`src/rtl/treasure_classifier_pkg.sv`:
```
// Shared codes, FSM encoding and counter widths for the treasure classifier.
package treasure_classifier_pkg;

    typedef enum logic [1:0] {
        COLOR_NONE = 2'b00,
        COLOR_RED  = 2'b01,
        COLOR_BLUE = 2'b10
    } color_t;

    typedef enum logic [1:0] {
        SHAPE_NONE    = 2'b00,
        SHAPE_TRI     = 2'b01,
        SHAPE_SQUARE  = 2'b10,
        SHAPE_DIAMOND = 2'b11
    } shape_t;

    typedef enum logic [1:0] {
        ST_ACCUM  = 2'b00,
        ST_COLOR  = 2'b01,
        ST_SHAPE  = 2'b10,
        ST_COMMIT = 2'b11
    } state_t;

    localparam int TOT_W   = 15;
    localparam int BAND_W  = 8;
    localparam int MATCH_W = 3;

    // Consecutive identical decisions needed before publishing (stable filter only).
    localparam int STABLE_FRAMES = 3;

    // Magnitude of a difference, one bit wider so callers compare without wrap.
    function automatic logic [BAND_W:0] abs_diff(input logic [BAND_W-1:0] a,
                                                 input logic [BAND_W-1:0] b);
        return (a >= b) ? {1'b0, a - b} : {1'b0, b - a};
    endfunction

endpackage

```
`src/rtl/treasure_classifier_if.sv`:
```
// Pixel stream in, classification result out.
interface treasure_classifier_if;
    logic       PIXEL_VALID;
    logic [7:0] PIXEL_DATA;
    logic [7:0] PIXEL_X;
    logic [7:0] PIXEL_Y;
    logic       FRAME_END;
    logic [1:0] RESULT_COLOR;
    logic [1:0] RESULT_SHAPE;
    logic       RESULT_VALID;
    logic       BUSY;

    modport master (
        output PIXEL_VALID, PIXEL_DATA, PIXEL_X, PIXEL_Y, FRAME_END,
        input  RESULT_COLOR, RESULT_SHAPE, RESULT_VALID, BUSY
    );

    modport slave (
        input  PIXEL_VALID, PIXEL_DATA, PIXEL_X, PIXEL_Y, FRAME_END,
        output RESULT_COLOR, RESULT_SHAPE, RESULT_VALID, BUSY
    );
endinterface

```
`src/rtl/treasure_band_counter.sv`:
```
// Saturating width counter for one colour on one sample row.
// count_next exposes the value including this cycle's increment so the
// parent can snapshot it in the same cycle the counter is cleared.
module treasure_band_counter
    import treasure_classifier_pkg::*;
#(
    parameter logic [BAND_W-1:0] MAX_COUNT = 8'd176
) (
    input  logic              clk,
    input  logic              rst,
    input  logic              clr,
    input  logic              inc,
    output logic [BAND_W-1:0] count,
    output logic [BAND_W-1:0] count_next
);

    assign count_next = (inc && (count < MAX_COUNT)) ? count + BAND_W'(1) : count;

    // Live count: cleared at frame end, otherwise follows count_next.
    always_ff @(posedge clk) begin
        if (rst || clr) count <= '0;
        else            count <= count_next;
    end

endmodule

```
`src/rtl/treasure_classifier.sv`:
```
// Frame-level treasure colour/shape classifier fed by the downsampled pixel stream.
// Optional macro TREASURE_STABLE_FILTER_EN: publish only after STABLE_FRAMES
// consecutive identical decisions.
module treasure_classifier
    import treasure_classifier_pkg::*;
#(
    parameter int              IMG_WIDTH = 176,
    parameter logic [7:0]      ROW_TOP   = 8'd40,
    parameter logic [7:0]      ROW_MID   = 8'd72,
    parameter logic [7:0]      ROW_BOT   = 8'd104,
    parameter logic [2:0]      CH_MIN    = 3'd4,
    parameter logic [2:0]      CH_MAX    = 3'd3,
    parameter logic [TOT_W-1:0] MIN_COUNT = 15'd1000,
    parameter logic [BAND_W-1:0] TOL     = 8'd6
) (
    input logic                  CLK,
    input logic                  RESET,
    treasure_classifier_if.slave bus
);

    logic [2:0] ch_r, ch_g, ch_b;
    logic       is_red, is_blue;
    logic [2:0] row_hit;

    // Column index is not needed: band width is simply the pixel count on the row.
    logic unused_ok;
    assign unused_ok = &{1'b0, bus.PIXEL_X};

    assign ch_r = bus.PIXEL_DATA[7:5];
    assign ch_g = bus.PIXEL_DATA[4:2];
    assign ch_b = {bus.PIXEL_DATA[1:0], bus.PIXEL_DATA[1]};

    assign is_red  = bus.PIXEL_VALID && (ch_r >= CH_MIN) && (ch_g <= CH_MAX) && (ch_b <= CH_MAX);
    assign is_blue = bus.PIXEL_VALID && (ch_b >= CH_MIN) && (ch_r <= CH_MAX) && (ch_g <= CH_MAX);

    assign row_hit[0] = (bus.PIXEL_Y == ROW_TOP);
    assign row_hit[1] = (bus.PIXEL_Y == ROW_MID);
    assign row_hit[2] = (bus.PIXEL_Y == ROW_BOT);

    // Band counters: index 0..2 red top/mid/bot, 3..5 blue top/mid/bot.
    logic [BAND_W-1:0] band_now  [6];
    logic [BAND_W-1:0] band_next [6];
    logic [BAND_W-1:0] band_snap [6];
    logic [5:0]        band_inc;

    for (genvar gi = 0; gi < 6; gi++) begin : g_band
        assign band_inc[gi] = ((gi < 3) ? is_red : is_blue) && row_hit[gi % 3];

        treasure_band_counter #(.MAX_COUNT(BAND_W'(IMG_WIDTH))) u_band (
            .clk        (CLK),
            .rst        (RESET),
            .clr        (bus.FRAME_END),
            .inc        (band_inc[gi]),
            .count      (band_now[gi]),
            .count_next (band_next[gi])
        );
    end

    logic [TOT_W-1:0] red_tot, blue_tot, red_next, blue_next, red_snap, blue_snap;

    assign red_next  = (is_red  && (red_tot  != {TOT_W{1'b1}})) ? red_tot  + TOT_W'(1) : red_tot;
    assign blue_next = (is_blue && (blue_tot != {TOT_W{1'b1}})) ? blue_tot + TOT_W'(1) : blue_tot;

    // Frame totals and snapshots; every FRAME_END snapshots, even while busy.
    always_ff @(posedge CLK) begin
        if (RESET) begin
            red_tot   <= '0;
            blue_tot  <= '0;
            red_snap  <= '0;
            blue_snap <= '0;
            for (int i = 0; i < 6; i++) band_snap[i] <= '0;
        end else if (bus.FRAME_END) begin
            red_tot   <= '0;
            blue_tot  <= '0;
            red_snap  <= red_next;
            blue_snap <= blue_next;
            for (int i = 0; i < 6; i++) band_snap[i] <= band_next[i];
        end else begin
            red_tot  <= red_next;
            blue_tot <= blue_next;
        end
    end

    state_t state, state_next;
    logic   busy;

    // State register.
    always_ff @(posedge CLK) begin
        if (RESET) state <= ST_ACCUM;
        else       state <= state_next;
    end

    // Next state and busy flag; a FRAME_END outside ACCUM starts nothing.
    always_comb begin
        state_next = state;
        busy       = 1'b1;
        case (state)
            ST_ACCUM: begin
                busy = 1'b0;
                if (bus.FRAME_END) state_next = ST_COLOR;
            end
            ST_COLOR:  state_next = ST_SHAPE;
            ST_SHAPE:  state_next = ST_COMMIT;
            ST_COMMIT: state_next = ST_ACCUM;
            default:   state_next = ST_ACCUM;
        endcase
    end

    assign bus.BUSY = busy;

    color_t            color_pick, color_r;
    logic [BAND_W-1:0] t_w, m_w, b_w;

    // Colour decision from snapshot totals; ties favour red.
    always_comb begin
        color_pick = COLOR_NONE;
        if (!((red_snap < MIN_COUNT) && (blue_snap < MIN_COUNT)))
            color_pick = (red_snap >= blue_snap) ? COLOR_RED : COLOR_BLUE;
    end

    // Latch colour and that colour's three band widths.
    always_ff @(posedge CLK) begin
        if (RESET) begin
            color_r <= COLOR_NONE;
            t_w     <= '0;
            m_w     <= '0;
            b_w     <= '0;
        end else if (state == ST_COLOR) begin
            color_r <= color_pick;
            t_w     <= (color_pick == COLOR_RED) ? band_snap[0] : band_snap[3];
            m_w     <= (color_pick == COLOR_RED) ? band_snap[1] : band_snap[4];
            b_w     <= (color_pick == COLOR_RED) ? band_snap[2] : band_snap[5];
        end
    end

    logic [BAND_W:0] t_x, m_x, b_x, tol_x;
    shape_t          shape_pick, shape_r;

    assign t_x   = {1'b0, t_w};
    assign m_x   = {1'b0, m_w};
    assign b_x   = {1'b0, b_w};
    assign tol_x = {1'b0, TOL};

    // Shape decision in priority order on widened operands.
    always_comb begin
        shape_pick = SHAPE_NONE;
        if (color_r == COLOR_NONE)
            shape_pick = SHAPE_NONE;
        else if ((abs_diff(t_w, m_w) <= tol_x) && (abs_diff(m_w, b_w) <= tol_x) && (t_w != '0))
            shape_pick = SHAPE_SQUARE;
        else if ((b_x > t_x + tol_x) && (m_x > t_x))
            shape_pick = SHAPE_TRI;
        else if ((m_x > t_x + tol_x) && (m_x > b_x + tol_x))
            shape_pick = SHAPE_DIAMOND;
    end

    // Hold the shape decision for COMMIT.
    always_ff @(posedge CLK) begin
        if (RESET)                  shape_r <= SHAPE_NONE;
        else if (state == ST_SHAPE) shape_r <= shape_pick;
    end

    logic publish;

`ifdef TREASURE_STABLE_FILTER_EN
    logic [1:0]         prev_color, prev_shape;
    logic [MATCH_W-1:0] match_cnt, match_new;

    // Run length of identical decisions, saturating at the publish threshold.
    always_comb begin
        match_new = MATCH_W'(1);
        if ({color_r, shape_r} == {prev_color, prev_shape})
            match_new = (match_cnt >= MATCH_W'(STABLE_FRAMES)) ? match_cnt : match_cnt + MATCH_W'(1);
    end

    assign publish = (match_new >= MATCH_W'(STABLE_FRAMES));

    // Remember the last decision and its run length.
    always_ff @(posedge CLK) begin
        if (RESET) begin
            prev_color <= '0;
            prev_shape <= '0;
            match_cnt  <= '0;
        end else if (state == ST_COMMIT) begin
            prev_color <= color_r;
            prev_shape <= shape_r;
            match_cnt  <= match_new;
        end
    end
`else
    assign publish = 1'b1;
`endif

    logic [1:0] res_color, res_shape;
    logic       res_valid;

    // Registered result pins with a one-cycle valid pulse.
    always_ff @(posedge CLK) begin
        if (RESET) begin
            res_color <= '0;
            res_shape <= '0;
            res_valid <= 1'b0;
        end else begin
            res_valid <= 1'b0;
            if ((state == ST_COMMIT) && publish) begin
                res_color <= color_r;
                res_shape <= shape_r;
                res_valid <= 1'b1;
            end
        end
    end

    assign bus.RESULT_COLOR = res_color;
    assign bus.RESULT_SHAPE = res_shape;
    assign bus.RESULT_VALID = res_valid;

endmodule
```
`src/flat_wrapper.sv`:
```
// flat-port wrapper written by rule: the top's interface ports become plain ports
module treasure_classifier_flat import treasure_classifier_pkg::*;
#(
    parameter int              IMG_WIDTH = 176,
    parameter logic [7:0]      ROW_TOP   = 8'd40,
    parameter logic [7:0]      ROW_MID   = 8'd72,
    parameter logic [7:0]      ROW_BOT   = 8'd104,
    parameter logic [2:0]      CH_MIN    = 3'd4,
    parameter logic [2:0]      CH_MAX    = 3'd3,
    parameter logic [TOT_W-1:0] MIN_COUNT = 15'd1000,
    parameter logic [BAND_W-1:0] TOL     = 8'd6
)
  (CLK, RESET, bus_PIXEL_VALID, bus_PIXEL_DATA, bus_PIXEL_X, bus_PIXEL_Y, bus_FRAME_END, bus_RESULT_COLOR, bus_RESULT_SHAPE, bus_RESULT_VALID, bus_BUSY);
  treasure_classifier_if bus_i ();
  input logic CLK;
  input logic RESET;
  input wire logic [$bits(bus_i.PIXEL_VALID)-1:0] bus_PIXEL_VALID;
  input wire logic [$bits(bus_i.PIXEL_DATA)-1:0] bus_PIXEL_DATA;
  input wire logic [$bits(bus_i.PIXEL_X)-1:0] bus_PIXEL_X;
  input wire logic [$bits(bus_i.PIXEL_Y)-1:0] bus_PIXEL_Y;
  input wire logic [$bits(bus_i.FRAME_END)-1:0] bus_FRAME_END;
  output wire logic [$bits(bus_i.RESULT_COLOR)-1:0] bus_RESULT_COLOR;
  output wire logic [$bits(bus_i.RESULT_SHAPE)-1:0] bus_RESULT_SHAPE;
  output wire logic [$bits(bus_i.RESULT_VALID)-1:0] bus_RESULT_VALID;
  output wire logic [$bits(bus_i.BUSY)-1:0] bus_BUSY;
  assign bus_i.PIXEL_VALID = bus_PIXEL_VALID;
  assign bus_i.PIXEL_DATA = bus_PIXEL_DATA;
  assign bus_i.PIXEL_X = bus_PIXEL_X;
  assign bus_i.PIXEL_Y = bus_PIXEL_Y;
  assign bus_i.FRAME_END = bus_FRAME_END;
  assign bus_RESULT_COLOR = bus_i.RESULT_COLOR;
  assign bus_RESULT_SHAPE = bus_i.RESULT_SHAPE;
  assign bus_RESULT_VALID = bus_i.RESULT_VALID;
  assign bus_BUSY = bus_i.BUSY;
  treasure_classifier #(.IMG_WIDTH(IMG_WIDTH), .ROW_TOP(ROW_TOP), .ROW_MID(ROW_MID), .ROW_BOT(ROW_BOT), .CH_MIN(CH_MIN), .CH_MAX(CH_MAX), .MIN_COUNT(MIN_COUNT), .TOL(TOL)) u_core (.CLK(CLK), .RESET(RESET), .bus(bus_i));
endmodule
```
`config.mk`:
```
export PLATFORM = sky130hd
export DESIGN_NAME = treasure_classifier_flat
export DESIGN_NICKNAME = d
export VERILOG_FILES = /design/src/rtl/treasure_classifier_pkg.sv /design/src/rtl/treasure_classifier_if.sv /design/src/rtl/treasure_band_counter.sv /design/src/rtl/treasure_classifier.sv /design/src/flat_wrapper.sv
export SDC_FILE = /design/constraint.sdc
export NUM_CORES = 1
export LEC_CHECK = 0
export CAP_MARGIN = 20
export CORE_AREA = 2 2 198 200
export DETAILED_ROUTE_END_ITERATION = 6
export DIE_AREA = 0 0 200 202
export GPL_TIMING_DRIVEN = 0
export PLACE_DENSITY_LB_ADDON = 0.05
export SLEW_MARGIN = 10
export SYNTH_ARGS = -nofsm -noshare
export SYNTH_HDL_FRONTEND = slang
export SYNTH_HIERARCHICAL = 1
export SYNTH_SLANG_ARGS = --single-unit
```
`constraint.sdc`:
```
create_clock -name CLK -period 3.3 [get_ports CLK]
set_input_delay 0.66 -clock CLK [delete_from_list [all_inputs] [get_ports CLK]]
set_output_delay 0.66 -clock CLK [all_outputs]
set_load 0.05 [all_outputs]
```
-- After elaboration in Yosys (flattened, before gate mapping)
Memory sizes are Yosys's and may differ from the RTL's.
Index checks and enable logic that the tools add are counted.
W data, S select, Z words.
- output and inout bits: 6
- bits in writable memories: 48
- input bits: 28
- memories kept: 1
- word-level logic and storage cells: 136
- bits in registers: 143
- memories (name ; depth ; bits a word ; read ports ; clocked after memory_dff ; wr ports ; RTL line ; source):
    u_core.band_snap ; 6 ; 8 ; 6 ; 0 ; 6 ; treasure_classifier.sv:43 ; logic [BAND_W-1:0] band_snap [6];
- equality and inequality tests: 10
- bitwise logic cells: 6
- reduce and logical (&&, ||, !) cells: 30
- $lt $le $gt $ge: 22
- multiplexer cells: 34
- $add $sub $neg: 14
- operators by type and width (operator ; count):
    $mux W8 ; 17
    $add A8 B1 Y8 const B ; 6
    $lt A8 B8 Y1 const B ; 6
    $sub A8 B8 Y8 ; 4
    $add A15 B1 Y15 const B ; 2
    $lt A15 B10 Y1 const B ; 2
    $mux W15 ; 2
    $ne A15 B15 Y1 const B ; 2
    $gt A8 B9 Y1 ; 3
    $logic_and A1 B1 Y1 ; 25
    $add A8 B3 Y9 const B ; 2
    $le A9 B3 Y1 const B ; 2
    $eq A8 B7 Y1 const B ; 2
    $ge A8 B8 Y1 ; 2
    $ge A15 B15 Y1 ; 1
    $mux W2 ; 7
    $le A3 B2 Y1 const B ; 3
    $eq A8 B6 Y1 const B ; 1
    $gt A8 B8 Y1 ; 1
    $pmux W2 S4 ; 1
    $reduce_bool A8 Y1 ; 1
    $mux W1 ; 7
    $ge A3 B3 Y1 const B ; 2
    $or A1 B1 Y1 ; 6
    other kinds (6) ; 9

-- Longest topological paths before layout
- depth in word-level cells: 8
- gate-level depth with buffers: 12
- mapped depth without buffers: 12

-- By module
The synthesis kept the hierarchy.
- by module, submodules not included (module ; instances ; cells each ; sequential area each (sq um) ; area an instance (sq um)):
    treasure_classifier ; 1 ; 911 ; 3343.2 ; 8260.4
    treasure_band_counter ; 6 ; 55 ; 160.2 ; 510.5

-- Worst setup path after synthesis
OpenSTA, ideal clock, no wires.
- path kind: input port to flip-flop
- start point: input port bus_FRAME_END
- end point: memory u_core.band_snap[0][0] (enable)
- cell stages on the path: 4
- data required time: 2.869 ns
- arrival time: 2.683 ns
- slack: 0.186 ns
- path buffers: 2
- setup time: 0.431 ns
- cells stage by stage: clkbuf_1 nor2_1 clkinv_1 clkbuf_1
- RTL lines (item ; RTL line ; source):
    start: declaration ; flat_wrapper.sv:21 ; input wire logic [$bits(bus_i.FRAME_END)-1:0] bus_FRAME_END;
    end: declaration ; treasure_classifier.sv:43 ;

==> impl_metrics.env <==
export IMPL_coreArea_um2=38290
export IMPL_clockBufferDepth=2
export IMPL_nFillCells=4032
export IMPL_final_cells=1812
export IMPL_max_freq_mhz=314.1
export IMPL_wl_per_cell_um=16.76
export IMPL_yosysMostFrequentCell="dfxtp_1"
export IMPL_maxSlewViolCount=0
export IMPL_vias=8689
export IMPL_gr_max_usage_layer="met2"
export IMPL_finClkSkew_ns=0.01418
export IMPL_gp_congestion=0.7617
export IMPL_status="finished, final reports clean"
export IMPL_htree_levels=4
export IMPL_syn2layout_area_growth_pct=13.26
export IMPL_synth_cells=1241
export IMPL_dieArea_um2=40400
export IMPL_grt_util_met3_pct=2.403
export IMPL_avgSynthCellArea_um2=9.124
export IMPL_r2r_start="u_core/m_w[1]$_SDFFE_PP0N_"
export IMPL_ys_async_sr_fraction_pct=0
export IMPL_hold_path_class="reg -> reg"
export IMPL_synthFlopType="dfxtp_1"
export IMPL_ctsHoldBuffers=0
export IMPL_crit_chain="clkdlybuf4s50_1 > or4b_2 > nor3_4 > nand3_1 > nor2_1 > a21bo_4 > a2111oi_4 > xor2_1 > and2_1"
export IMPL_layout_drive_gt1_share_pct=9.196
export IMPL_drt_iter0_markers=476
export IMPL_syn_nets=1356
export IMPL_n_antenna_cell=0
export IMPL_p_total_mw=8.791
export IMPL_viasPerCell=4.795
export IMPL_antenna_found_initial=1
export IMPL_routed_wl_um=30370
export IMPL_numCtsBuffers=17
export IMPL_irDropWorstVdd_uv=383.4
export IMPL_rsz0062_at_grt="true"
export IMPL_synth_edf_count=48
export IMPL_grt_pass1_vias=8666
export IMPL_start_util_pct=29.58
export IMPL_final_core_util_pct=33.50
export IMPL_end_kind="flop"
export IMPL_place_area_um2=12170
export IMPL_placementRows=72
export IMPL_arrival_ns=3.40
export IMPL_cts_tree="done"
export IMPL_synth_seq_cells=191
export IMPL_reg2regPathDepth=11
export IMPL_insertion_delay_ns=0.46
export IMPL_ant_nets=0
export IMPL_fp_dieW_um=200
export IMPL_synth_top_area_share_pct=25.28
export IMPL_setup_viol=0
export IMPL_max_slew_margin_pct=47.44
export IMPL_top_level_ports=34
export IMPL_crit_buf_inv=1
export IMPL_dpl_hpwl_um=22980
export IMPL_yosysWarningCount=6
export IMPL_grt_util_all_layers_pct=15.69
export IMPL_p_leak_nw=4.617
export IMPL_clk_pin_slew_ns=0.08
export IMPL_placedCellCount=1779
export IMPL_fin_crit_sh_pct=96.47
export IMPL_grtUsageMet2_pct=24.40
export IMPL_grt_max_degree=58
export IMPL_yosysSeqAreaShare_pct=38.01
export IMPL_timing_hold_ws_ns=0.4702
export IMPL_synth_area_top_cells="dfxtp_1 (25%), edfxtp_1 (13%), ha_1 (9.2%), nand2_1 (4.3%), nor2_1 (4.0%)"
export IMPL_cp_endpoint="u_core/band_snap[5][5]$_SDFFCE_PN0P_"
export IMPL_worstReg2RegEnd="u_core/shape_r[0]$_SDFFE_PP0P_"
export IMPL_cts_sinks=191
export IMPL_start_kind="input pin"
export IMPL_nets=1396
export IMPL_grt_ovfl_total=0
export IMPL_fin_ws_ns=0.1165
export IMPL_netlist_area_um2=11320
export IMPL_cp_data_required_time_ns=3.52
export IMPL_cp_slowest_stage_delay_ns=0.71
export IMPL_cts_root_buf="clkbuf_16"
export IMPL_drt_pass1_iterations=5
export IMPL_slowest_stage="or4b_2"
export IMPL_crit_family="simple AND/OR/NAND/NOR gates"
export IMPL_critical_path_depth=9
export IMPL_p_per_area_nw_per_um2=685.5
export IMPL_tns_ns=0
export IMPL_synth_top_cell_by_area="dfxtp_1"
export IMPL_critical_path_startpoint="bus_PIXEL_Y[2]"
export IMPL_hold_viol_final=0
export IMPL_port_buffers=20
export IMPL_r2r_slack_ns=0.30
export IMPL_dieHeight_um=202
export IMPL_critPathKind="in -> reg"
export IMPL_period_needed_ns=3.183
export IMPL_drc_errors=0
export IMPL_ys_top_cells_by_count="dfxtp_1 (143), nand2_1 (129), nor2_1 (122)"
export IMPL_tightest_slew_ns=0.7884
export IMPL_finalInstanceArea_um2=12820
export IMPL_synth_cell_types=74
export IMPL_use_met1_pct=22.37
export IMPL_grt_pass1_wl_um=49030
export IMPL_cp_max_fo=9
export IMPL_drv_cap=0
export IMPL_dp_worst_setup_slack_ns=-0.7192
[power by group]
group	switching [mW]	internal (mW)
logic	2.16	1.55
clock network	1.06	1.15
registers	0.307	2.56
total	3.53	5.26
[worst reg2reg max path, delay by kind of cell, from the launching register on]
kind	cells	cell delay, ns
flops	1	0.47
compound gates	5	0.92
simple gates	3	0.78
buf+inv	2	0.29
fa+ha+maj	1	0.44
[area by class of cell]
cell class / instances / area [um2] / area share [%]
plain buffers: 48 / 246.5 / 1.922
clock buffers: 18 / 429.2 / 3.346
clock inverters: 14 / 178.9 / 1.395
inverters: 64 / 244.0 / 1.902
multi-input cells: 937 / 6566 / 51.20
flip-flops and latches: 191 / 4307 / 33.58
well taps: 518 / 648.1 / 5.054
repair buffers: 22 / 205.2 / 1.600
[flip-flops by register name, indices dropped and copies added, names as in the netlist]
signal / cells
u_core/band_snap: 48
u_core/g_band.u_band/count: 48
u_core/blue_snap: 15
u_core/blue_tot: 15
u_core/red_snap: 15
u_core/red_tot: 15
u_core/b_w: 8
u_core/m_w: 8
u_core/t_w: 8
u_core/bus.RESULT_COLOR: 2
u_core/bus.RESULT_SHAPE: 2
u_core/color_r: 2
u_core/shape_r: 2
u_core/state: 2
u_core/bus.RESULT_VALID: 1
[cell families after synthesis]
family                   count (synthesis)  share of synthesized area (%)
AO/OA/AOI/OAI                          224                          15.18
multiplexers                            28                          2.486
AND/OR/NAND/NOR                        526                          24.57
buffers and inverters                  113                          4.298
adder cells (fa/ha/maj)                 87                          9.879
XOR/XNOR                                72                          5.569
flip-flops                             191                          38.01
[metal layers]
metal	share of wire, %	vias to the layer above
met3	2.0	23
met4	1.5	0
met1	52	4086
li1	-	4503
met5	0	-
met2	45	77
[layout by cell type, fill, tap and decap left out, drive strengths merged, types with 8 or more instances in the layout]
cell type      count
or2               13
a311oi            25
nand4             24
o21ai             52
and2              50
dfxtp            143
edfxtp            48
and3              10
mux2i             27
a21oi             44
nor4              13
nor3              38
ha                83
nor3b              9
nand2b            10
o22ai              8
nor2             122
a211oi            26
clkbuf            52
nor2b             13
nand2            129
buf               18
or3               33
clkdlybuf4s50     18
o21a              15
xor2              37
nand3             36
inv               67
xnor2             35
a2111oi            8
[how the worst min path moves through the flow]
stage / from / end / slack, ns / cells after the start
floorplan: u_core/blue_snap[0]$_SDFFE_PP0P_ / u_core/blue_snap[0]$_SDFFE_PP0P_ / 0.43 / 2
global placement: u_core/blue_snap[0]$_SDFFE_PP0P_ / u_core/blue_snap[0]$_SDFFE_PP0P_ / 0.45 / 2
detailed placement: u_core/blue_snap[0]$_SDFFE_PP0P_ / u_core/blue_snap[0]$_SDFFE_PP0P_ / 0.45 / 2
CTS: u_core/blue_snap[0]$_SDFFE_PP0P_ / u_core/blue_snap[0]$_SDFFE_PP0P_ / 0.47 / 2
global route: u_core/blue_snap[8]$_SDFFE_PP0P_ / u_core/blue_snap[8]$_SDFFE_PP0P_ / 0.50 / 2
finish: u_core/blue_snap[0]$_SDFFE_PP0P_ / u_core/blue_snap[0]$_SDFFE_PP0P_ / 0.47 / 2
[timing repair]
item                       CTS  global route
setup endpoints to repair    9             6
buffers inserted             0             2
pin swaps                    0             0
resized for setup            2             8
Power figures use the tool's default switching activity.
